[src/rtl/centroid_update.sv]
// ---------------------------------------------------------------------------
// centroid_update
//   Final stage of the k-means assignment/accumulate block. It takes the
//   per-cluster coordinate sums and member counts from one pass over the
//   dataset. It divides them to form new centroids c1..c3 and reports
//   whether the new centroids match the previous ones.
//   One restoring divider is shared over 3 clusters x 2 axes, in the order
//   k0.x, k0.y, k1.x, k1.y, k2.x, k2.y.
//
//   Optional feature macro: CENTROID_ROUND_EN
//     defined   -> quotient rounds to nearest, q + (2*rem >= count)
//     undefined -> quotient truncates toward zero
//
// Ports
//   clk        rising-edge clock
//   reset      synchronous, active-high
//   start      begin an update (sampled only in IDLE)
//   load_init  load init_bus into c1..c3 (sampled only in IDLE, beats start)
//   init_bus   {c3,c2,c1} initial centroids
//   sum_x_bus  {sx2,sx1,sx0} per-cluster x sums
//   sum_y_bus  {sy2,sy1,sy0} per-cluster y sums
//   count_bus  {n2,n1,n0} per-cluster member counts
//   c1,c2,c3   current centroids {x,y}, registered
//   busy       high from start accept until the done cycle ends
//   done       one-cycle pulse, new centroids valid
//   converged  last update left all centroids unchanged
//   iter_count completed updates since reset/load_init, saturating
// ---------------------------------------------------------------------------
module centroid_update #(
  parameter int COORD_W  = 8,
  parameter int SUM_W    = 16,
  parameter int CNT_W    = 8,
  parameter int MAX_ITER = 15
) (
  input  logic                 clk,
  input  logic                 reset,
  input  logic                 start,
  input  logic                 load_init,
  input  logic [6*COORD_W-1:0] init_bus,
  input  logic [3*SUM_W-1:0]   sum_x_bus,
  input  logic [3*SUM_W-1:0]   sum_y_bus,
  input  logic [3*CNT_W-1:0]   count_bus,
  output logic [2*COORD_W-1:0] c1,
  output logic [2*COORD_W-1:0] c2,
  output logic [2*COORD_W-1:0] c3,
  output logic                 busy,
  output logic                 done,
  output logic                 converged,
  output logic [3:0]           iter_count
);

  localparam int CW2    = 2 * COORD_W;
  localparam int STEP_W = $clog2(SUM_W + 1);

  localparam logic [1:0] S_IDLE = 2'd0;
  localparam logic [1:0] S_DIV  = 2'd1;
  localparam logic [1:0] S_CMP  = 2'd2;
  localparam logic [1:0] S_DONE = 2'd3;

  logic [1:0]        state_q, state_d;
  logic [2:0]        ax_q, ax_d;        // axis index 0..5
  logic [STEP_W-1:0] step_q, step_d;    // 0 = load, 1..SUM_W = shift/subtract
  logic [CNT_W-1:0]  rem_q, rem_d;
  logic [SUM_W-1:0]  quo_q, quo_d;
  logic [SUM_W-1:0]  sx_q [3], sx_d [3];
  logic [SUM_W-1:0]  sy_q [3], sy_d [3];
  logic [CNT_W-1:0]  n_q  [3], n_d  [3];
  logic [CW2-1:0]    cen_q [3], cen_d [3];
  logic [CW2-1:0]    shd_q [3], shd_d [3];
  logic              conv_q, conv_d;
  logic [3:0]        iter_q, iter_d;

  // Operands of the axis currently being divided.
  logic [1:0]       k_sel;
  logic [SUM_W-1:0] cur_sum;
  logic [CNT_W-1:0] cur_cnt;
  logic [CNT_W:0]   rem_sh;
  logic             ge;
  logic [CNT_W-1:0] rem_nx;
  logic [SUM_W-1:0] quo_nx;
  logic [SUM_W:0]   q_full;
  logic [COORD_W-1:0] coord;
  logic             all_same;

  assign k_sel   = ax_q[2:1];
  assign cur_sum = ax_q[0] ? sy_q[k_sel] : sx_q[k_sel];
  assign cur_cnt = n_q[k_sel];

  // One restoring step: shift in the next dividend bit, subtract if it fits.
  // The remainder stays below the divisor, so CNT_W bits always hold it.
  assign rem_sh = {rem_q, quo_q[SUM_W-1]};
  assign ge     = rem_sh >= {1'b0, cur_cnt};
  assign rem_nx = ge ? CNT_W'(rem_sh - {1'b0, cur_cnt}) : rem_sh[CNT_W-1:0];
  assign quo_nx = {quo_q[SUM_W-2:0], ge};

`ifdef CENTROID_ROUND_EN
  logic round_up;
  assign round_up = {rem_nx, 1'b0} >= {1'b0, cur_cnt};
  assign q_full   = {1'b0, quo_nx} + {{SUM_W{1'b0}}, round_up};
`else
  assign q_full   = {1'b0, quo_nx};
`endif

  // Anything that does not fit a coordinate clamps to all-ones.
  assign coord = (q_full[SUM_W:COORD_W] != '0) ? {COORD_W{1'b1}}
                                                 : q_full[COORD_W-1:0];

  always_comb begin
    all_same = 1'b1;
    for (int k = 0; k < 3; k++) begin
      if (shd_q[k] != cen_q[k]) all_same = 1'b0;
    end
  end

  always_comb begin
    // NOTE: every always_comb target gets a hold default first so that no
    // path through the case leaves it unassigned and infers a latch.
    state_d = state_q;
    ax_d    = ax_q;
    step_d  = step_q;
    rem_d   = rem_q;
    quo_d   = quo_q;
    sx_d    = sx_q;
    sy_d    = sy_q;
    n_d     = n_q;
    cen_d   = cen_q;
    shd_d   = shd_q;
    conv_d  = conv_q;
    iter_d  = iter_q;

    case (state_q)
      S_IDLE: begin
        if (load_init) begin
          for (int k = 0; k < 3; k++) cen_d[k] = init_bus[k*CW2 +: CW2];
          iter_d = '0;
          conv_d = 1'b0;
        end else if (start) begin
          for (int k = 0; k < 3; k++) begin
            sx_d[k] = sum_x_bus[k*SUM_W +: SUM_W];
            sy_d[k] = sum_y_bus[k*SUM_W +: SUM_W];
            n_d[k]  = count_bus[k*CNT_W +: CNT_W];
          end
          shd_d   = cen_q;  // empty clusters keep their old coordinates
          ax_d    = '0;
          step_d  = '0;
          state_d = S_DIV;
        end
      end

      S_DIV: begin
        if (step_q == '0) begin
          if (cur_cnt == '0) begin
            // Empty cluster: skip the divide, shadow keeps the old value.
            if (ax_q == 3'd5) state_d = S_CMP;
            else              ax_d    = ax_q + 3'd1;
          end else begin
            rem_d  = '0;
            quo_d  = cur_sum;
            step_d = STEP_W'(1);
          end
        end else begin
          rem_d = rem_nx;
          quo_d = quo_nx;
          if (step_q == STEP_W'(SUM_W)) begin
            if (ax_q[0]) shd_d[k_sel][COORD_W-1:0]   = coord;
            else         shd_d[k_sel][CW2-1:COORD_W] = coord;
            step_d = '0;
            if (ax_q == 3'd5) state_d = S_CMP;
            else              ax_d    = ax_q + 3'd1;
          end else begin
            step_d = step_q + STEP_W'(1);
          end
        end
      end

      S_CMP: begin
        cen_d  = shd_q;
        conv_d = all_same;
        if (iter_q != 4'(MAX_ITER)) iter_d = iter_q + 4'd1;
        state_d = S_DONE;
      end

      default: state_d = S_IDLE;  // S_DONE
    endcase
  end

  // NOTE: sequential state uses non-blocking assignments only, so every flop
  // samples the pre-edge value of every other flop.
  always_ff @(posedge clk) begin
    if (reset) begin
      state_q <= S_IDLE;
      ax_q    <= '0;
      step_q  <= '0;
      cen_q[0] <= CW2'(16'h0001);
      cen_q[1] <= CW2'(16'h0802);
      cen_q[2] <= CW2'(16'h0003);
      conv_q  <= 1'b0;
      iter_q  <= '0;
    end else begin
      state_q <= state_d;
      ax_q    <= ax_d;
      step_q  <= step_d;
      cen_q   <= cen_d;
      conv_q  <= conv_d;
      iter_q  <= iter_d;
    end
  end

  // NOTE: operand snapshots, shadow centroids and divider datapath are left
  // unreset on purpose. Each is written before it is read in every update.
  always_ff @(posedge clk) begin
    rem_q <= rem_d;
    quo_q <= quo_d;
    sx_q  <= sx_d;
    sy_q  <= sy_d;
    n_q   <= n_d;
    shd_q <= shd_d;
  end

  assign c1         = cen_q[0];
  assign c2         = cen_q[1];
  assign c3         = cen_q[2];
  assign busy       = (state_q != S_IDLE);
  assign done       = (state_q == S_DONE);
  assign converged  = conv_q;
  assign iter_count = iter_q;

endmodule

[config.mk]
export PLATFORM = sky130hd
export DESIGN_NAME = centroid_update
export DESIGN_NICKNAME = d
export VERILOG_FILES = /design/src/rtl/centroid_update.sv
export SDC_FILE = /design/constraint.sdc
export NUM_CORES = 1
export LEC_CHECK = 0
export CORE_ASPECT_RATIO = 1.4
export CORE_MARGIN = 2
export CORE_UTILIZATION = 52
export DETAILED_ROUTE_END_ITERATION = 7
export MAX_ROUTING_LAYER = met4
export PLACE_DENSITY_LB_ADDON = 0.1
export SYNTH_ARGS = -nofsm -noshare
export SYNTH_HDL_FRONTEND = slang
export SYNTH_SLANG_ARGS = --single-unit
[constraint.sdc]
create_clock -name clk -period 4.2 [get_ports clk]
set_input_delay 0.84 -clock clk [delete_from_list [all_inputs] [get_ports clk]]
set_output_delay 0.84 -clock clk [all_outputs]
set_load 0.01 [all_outputs]
[Word-level counts from Yosys, hierarchy flattened]
Index checks and enable logic that the tools add are counted.
Cells by class
  bitwise gates (word level): 2
  reduce and logical (&&, ||, !) cells: 16
  mux-type cells: 58
  magnitude comparators: 3
  equal/unequal tests: 19
  $add $sub $neg: 4
Operators by type and width (number)
  48-bit two-way mux: 6
  48-bit case mux with 2 select lines: 2
  16-bit two-way mux: 8
  48-bit bitwise mux: 2
  16-bit binary-select mux with 2-bit select: 2
  16-bit demux with 2-bit select: 2
  8-bit two-way mux: 7
  16-bit inequality test: 3
  5-bit two-way mux: 5
  3-bit two-way mux: 6
  8-bit binary-select mux with 2-bit select: 1
  2-bit inequality test (second input constant): 7
  2-bit two-way mux: 6
  5-bit case mux with 2 select lines: 1
  5-bit AND reduction: 2
  9-bit by 8-bit >= comparator with 1-bit output: 1
  3-bit inequality test (second input constant): 3
  9-bit nonzero test: 1
  8-bit logical NOT: 1
  4-bit two-way mux: 2
  4-bit case mux with 2 select lines: 1
  4-bit AND reduction: 2
  8-bit subtractor: 1
  2-bit case mux with 3 select lines: 1
  21 further kinds: 29
Storage, ports and cells
  register bits: 255
  word-level logic and storage cells: 124
  input bits: 172
  output and inout bits: 55

[Longest topological paths before layout]
Gate-level depths: netlist (run 1).
  depth after elaboration: 11
  mapped depth: 12

[Least setup slack after synthesis (run 1)]
Ideal clock, no wire load.
  kind: input -> register
  from: input load_init
  to: register ax_q[1]
  buffers on the path: 0
  library setup time: 130 ps
  arrival time: 3043 ps
  required time: 4070 ps
  setup slack: 1027 ps
  cell stages on the path: 6
  cells stage by stage: nor2b_1 > nand2_1 > inv_2 > a21oi_1 > nor3_1 > o32ai_1
On the way
  longest elaborated chain between the ends: 2
Ends and longest elaborated chain
  from (decl): RTL line 38  | input logic load_init,
  2-bit inequality test (no line)
  5-bit AND reduction (no line)
  to (signal assigned): RTL line 192  | ax_q <= '0;
  to (signal assigned): RTL line 201  | ax_q <= ax_d;
  to (decl): RTL line 61  | logic [2:0] ax_q, ax_d;
No other way between the ends.
A chain may end at the register's enable or synchronous reset.

==> results of run 1 <==
worst register-to-register path, stage by stage, from the launching register on:
cell       delay [ns]
dfxtp_2          0.42
and2b_4          0.66
o2bb2ai_1        0.25
inv_1            0.07
ha_1             0.29
nor2b_1          0.16
o31ai_1          0.28
a21oi_1          0.13
o21a_1           0.35
nor3_1           0.20
buf_4            0.21
o22ai_1          0.10
cell usage in the layout, fill, tap and decap left out, types with 5 or more instances in the layout:
cell,count
a211oi_1,45
a21o_1,7
a21oi_1,28
a2bb2oi_2,6
buf_4,10
clkbuf_16,25
clkdlybuf4s50_1,225
clkinv_2,6
dfxtp_1,61
edfxtp_1,192
ha_1,17
inv_1,30
mux2i_1,89
nand2_1,79
nand2b_1,5
nand3_1,15
nand4_1,12
nor2_1,68
nor2b_1,7
nor4_1,5
o211ai_1,19
o21ai_0,19
o21ai_1,42
o22ai_1,16
o2bb2ai_1,39
xnor2_1,35
xor2_1,7
registers in the layout, indices dropped and copies added, names as in the netlist:
name and flops:
quo_q 16, shd_q 48, rem_q 8, state_q 2
sx_q 48, n_q 24, c3 16, converged 1
c2 16, iter_count 4, ax_q 3, sy_q 48
c1 16, step_q 5
path summary, 6_finish.rpt:
| kind | endpoint | slack, ns | cells past startpoint |
|---|---|---|---|
| max | shd_q[0] | 0.82 | 11 |
| min | converged | 0.50 | 2 |
| max reg2reg | shd_q[0] | 0.82 | 11 |
| min reg2reg | converged | 0.50 | 2 |
power breakdown:
| part | internal, W | total, W | switching (W) |
|---|---|---|---|
| logic | 0.00108 | 0.00234 | 0.00127 |
| clock network | 0.00128 | 0.00222 | 0.000938 |
| registers | 0.00338 | 0.00378 | 0.000403 |
stage by stage:
step	instances	utilization	hold WS, ns
2_1_floorplan	962	-	0.476
3_3_place_gp	1442	0.647	0.489
3_5_place_dp	1442	0.647	0.495
4_1_cts	1487	0.684	0.502
5_1_grt	1487	0.684	0.524
6_report	1487	0.684	0.501
routing by layer:
layer	vias up	routed length, um
met5	-	0
met4	0	1270
met3	65	1800
met2	364	15200
met1	4029	11300
li1	4069	-
area by class of cell:
class / instances / area [sq um]
Inverter: 33 / 126
Clock inverter: 16 / 160
Clock buffer: 29 / 641
Fill cell: 1711 / 6930
Tap cell: 297 / 372
Multi-Input combinational cell: 619 / 4310
Sequential cell: 255 / 7030
Timing Repair Buffer: 238 / 2370
cells by family (layout without fill, tap and decap cells):
group / Yosys count / after routing / synth area share
compound gates: 254 / 254 / 0.153
mux: 91 / 91 / 0.0782
fa+ha+maj: 19 / 19 / 0.0210
flops: 255 / 255 / 0.602
simple gates: 213 / 213 / 0.0841
buf+inv: 88 / 316 / 0.0303
xor+xnor: 42 / 42 / 0.0315
==> run summary, run 1 <==
status - finished clean
gr ovfl total - 0
clock buffer depth - 3
Via Count - 8527
CP required - 4.46 ns
hold_sp - converged
Pwr Density - 556 nW/um^2
Core Region - 21900 sq um
layout cell share with drive strength beyond 1 - 0.0588
VDD IR max - 0.365 mV
met3 Track Usage GR - 0.0341
input/output buffers - 226
area leader, netlist - edfxtp_1
Initial Util - 0.532
Final period util - 0.805
H-tree levels - 1
post-cts gate resize count - 0
Fmax achieved - 296 MHz
Cell variety after synth - 62
row cnt - 64
Slew @ Worst Pin - 1.10 ns
crit path from - ax_q[1]
initial antenna violation count - 0
post-layout min period - 3.38 ns
Design Area, Final - 15000 sq um
Commonest cells post-synth - edfxtp_1, mux2i_1, nand2_1, nor2_1, dfxtp_1
drt first pass iters - 5
final setup skew - 0.0120 ns
Num Clock Sinks - 255
clk_lat worst skew - 0.53 ns
min-delay worst type - register to register
worst setup margin - 0.818 ns
met2 global-route usage - 0.434
area of the die - 23700 sq um
Vias/cell - 5.73
CTS Root Cell - clkbuf_16
first-pass GRT wire length - 46.0 mm
Slew Viols, Final - 0
total nets after synthesis - 1153
Detail Placement HPWL - 21.3 mm
Async SR Flop Fraction - 0
Hold Buf Count CTS - 0
power consumption - 0.00834 W
drt wl/cell - 19.9 um
Post-route DRC - 0
cell chain of the critical path - and2b_4 > o2bb2ai_1 > inv_1 > ha_1 > nor2b_1 > o31ai_1 > a21oi_1 > o21a_1 > nor3_1 > buf_4 > o22ai_1
WL final - 29.6 mm
RR Startpoint - ax_q[1]
worst-path fanout max - 40
Top FF cell, synth - edfxtp_1
largest net degree at the start of global routing - 121
CP peak stage delay - 0.66 ns
Reg clk slew, reported paths - 0.06 ns
Pleak - 4.92 nW
share of Yosys cell area claimed by the top area cell type - 0.494
most numerous cell in the Yosys netlist - edfxtp_1
sequential fraction of the synthesis area - 0.602
TNS Setup - 0 ns
CP Launch Type - register
crit path capture type - register
CTS buffer count - 25
ANT nets after route - 0
critical path's top delay family - compound AO/OA/AOI/OAI gates
post-synthesis cell area - 11700 sq um
I/O pin count - 227
GR peak layer - met2
Slew HR - 0.265
GRT Resource Usage Total - 0.257
yosys warns - 0
Die H - 181 um
max cap viols - 0
synthesis-stage register bit count - 255
Layout area overhead - 28.5%
final setup vio count - 0
placed cell areas - 14200 sq um
Post-CTS Repair Setup Buffers - 0
EDFF count, synth - 192
antenna fix cells - 0
RSZ-0062 raised after global routing - no
Post-Place Setup Slack - 0.672 ns
Final Hold Fails - 0
met1 Use GR - 0.307
TritonCTS clock tree - yes
Critical path buffers and inverters - 2
Syn Area/Cell - 12.1 sq um
drt initial violations - 601
Slowest-stage cell, CP - and2b_4
Crit path arrival time - 3.64 ns
Die W - 131 um
vias in the first global route - 8692
Post-Syn Instances - 962
Layout Nets - 1363
GP Congestion - 0.923
top post-synthesis cells by area - edfxtp_1, dfxtp_1, mux2i_1, o2bb2ai_1, a211oi_1
Crit Path Category - register to register
Note: power is estimated with default switching activity, not from simulation.
==> run 2: changes to the inputs <==
Clock period 4.2 ns to 3.3 ns, I/O delays scaled along.
==> run 2 against run 1 <==
  * Worst setup slack got worse by 0.56 ns
  * Cell count rose by 1.1%
  * Sequential power rose by 27%
  * Global-route usage rose by 0.24 points
  * Sequential cell count did not move
  * Core utilization rose by 0.92 points
  * Count of clock-buffer cells in the layout rose by 6
  * Final area rose by 1.4%
  * Largest power group unchanged
  * Critical path depth did not move
  * Critical endpoint unchanged
  * Die area did not move
  * Maximum frequency rose by 11%
  * Non-clock buffer count rose by 16
==> run summary, run 2 (synthesized netlist as in run 1, its figures left out) <==
status - finished clean
Pwr Density - 716 nW/um^2 (+29%)
Slew @ Worst Pin - 0.992 ns (-0.107 ns)
antenna fix cells - 0 (unchanged)
Hold Buf Count CTS - 0 (unchanged)
TritonCTS clock tree - yes
Pleak - 5.04 nW (+2.3%)
Die H - 181 um (unchanged)
Post-route DRC - 0 (unchanged)
Initial Util - 0.532 (unchanged)
VDD IR max - 0.441 mV (+21%)
Post-CTS Repair Setup Buffers - 0 (unchanged)
Fmax achieved - 329 MHz (+11%)
clock buffer depth - 3 (unchanged)
Reg clk slew, reported paths - 0.06 ns (about the same)
Clock Power Share - 0.277 (+0.011)
Slew Viols, Final - 0 (unchanged)
Crit Path Category - register to register
Layout area overhead - 30.2%
layout cell share with drive strength beyond 1 - 0.0713 (+0.0124)
drt wl/cell - 19.8 um (-0.15%)
RSZ-0062 raised after global routing - no
H-tree levels - 1 (unchanged)
min-delay worst type - register to register
Sw Ratio - 0.307 (-0.00609)
largest net degree at the start of global routing - 84 (-31%)
input/output buffers - 226 (unchanged)
drt initial violations - 657 (+9.3%)
worst-path fanout max - 12 (-70%)
Crit path arrival time - 3.29 ns (-0.35 ns)
number of fill cells in the layout - 1694 (-0.99%)
most common cell after layout, fill and taps aside - clkdlybuf4s50_1
area of the die - 23700 sq um (unchanged)
gr ovfl total - 0 (unchanged)
net switching power - 0.00334 W (+28%)
power consumption - 0.0109 W (+30%)
internal power - 0.00755 W (+32%)
Final period util - 0.921 (+0.115)
Core Region - 21900 sq um (unchanged)
GP Congestion - 0.900 (-2.4%)
Reg power frac - 0.441 (-0.012)
Die W - 131 um (unchanged)
post-layout min period - 3.04 ns (-0.344 ns)
Critical path buffers and inverters - 2 (unchanged)
Largest regs - shd_q (48), sx_q (48), sy_q (48)
most frequent cells in the layout - clkdlybuf4s50_1, edfxtp_1, mux2i_1
Design Area, Final - 15200 sq um (+1.4%)
ANT nets after route - 0 (unchanged)
drt first pass iters - 5 (unchanged)
max cap viols - 0 (unchanged)
clk_lat worst skew - 0.52 ns (about the same)
CTS buffer count - 26 (+4.0%)
Slew HR - 0.336 (+0.0708)
Detail Placement HPWL - 21.8 mm (+2.5%)
CP Launch Type - register
Final Hold Fails - 0 (unchanged)
Via Count - 8576 (+0.57%)
TNS Setup - 0 ns (unchanged)
CP peak stage delay - 0.40 ns (-0.26 ns)
placed cell areas - 14300 sq um (+0.93%)
Num Clock Sinks - 255 (unchanged)
I/O pin count - 227 (unchanged)
initial antenna violation count - 0 (unchanged)
CP required - 3.55 ns (-0.91 ns)
final setup vio count - 0 (unchanged)
final setup skew - 0.00830 ns (-0.00369 ns)
cell chain of the critical path - and2b_4 > o2bb2ai_1 > inv_1 > ha_1 > nor2b_1 > o31ai_1 > a21oi_1 > o21a_1 > nor3_1 > buf_4 > o22ai_1
crit path capture type - register
row cnt - 64 (unchanged)
combinational power share - 0.282 (about the same)
Vias/cell - 5.70 (-0.56%)
CTS Root Cell - clkbuf_16
WL final - 29.8 mm (+0.99%)
critical path's top delay family - compound AO/OA/AOI/OAI gates
Slowest-stage cell, CP - dfxtp_2
Layout Nets - 1380 (+1.2%)
vias in the first global route - 8680 (-0.14%)
GRT Resource Usage Total - 0.259 (+0.00237)
first-pass GRT wire length - 46.5 mm (+1.1%)
post-cts gate resize count - 0 (unchanged)
## run 2: final cells by class
type | count | area, sq um | share of cell area
sequential | 255 | 7030 | 0.462
clock buffer | 35 | 706 | 0.0464
multi-input combinational | 619 | 4310 | 0.283
timing repair buffer | 254 | 2500 | 0.165
tap | 297 | 372 | 0.0244
inverter | 33 | 126 | 0.00831
clock inverter | 11 | 165 | 0.0109
## run 2: per-stage QoR
stage               setup slack (ns)  instances  hold WS [ns]  utilization
CTS                            0.267       1504         0.494        0.693
detailed placement             0.294       1458         0.486        0.654
global route                  0.0284       1504         0.508        0.693
finish                         0.262       1504         0.495        0.693
global placement               0.357       1458         0.481        0.654
floorplan                      0.245        962         0.476            -
## run 2: path summary, 6_finish.rpt
kind / slack, ns / start / depth (start not counted) / to
max: 0.26 / ax_q[1] / 11 / shd_q[0]
min reg2reg: 0.49 / converged / 2 / converged
max reg2reg: 0.26 / ax_q[1] / 11 / shd_q[0]
min: 0.49 / converged / 2 / converged
## run 2: power groups by stage
| stage | registers [W] | logic (W) | clock network (W) |
|---|---|---|---|
| 2_1_floorplan | 0.00478 | 0.00180 | 0 |
| 3_5_place_dp | 0.00486 | 0.00306 | 0 |
| 3_3_place_gp | 0.00484 | 0.00301 | 0 |
| 4_1_cts | 0.00479 | 0.00307 | 0.00307 |
| 6_report | 0.00480 | 0.00307 | 0.00302 |
| 5_1_grt | 0.00487 | 0.00335 | 0.00320 |
## run 2: worst reg2reg max path, stage by stage, from the launching register on
cell       delay, ns
dfxtp_2         0.40
and2b_4         0.38
o2bb2ai_1       0.21
inv_1           0.08
ha_1            0.29
nor2b_1         0.16
o31ai_1         0.28
a21oi_1         0.14
o21a_1          0.34
nor3_1          0.20
buf_4           0.20
o22ai_1         0.10
## run 2: layer usage
| metal | vias up | track usage | routed length, um |
|---|---|---|---|
| met3 | 70 | 0.0311 | 1610 |
| met4 | 0 | 0.0996 | 1200 |
| li1 | 4124 | - | - |
| met5 | - | - | 0 |
| met1 | 4051 | 0.318 | 11800 |
| met2 | 331 | 0.436 | 15300 |
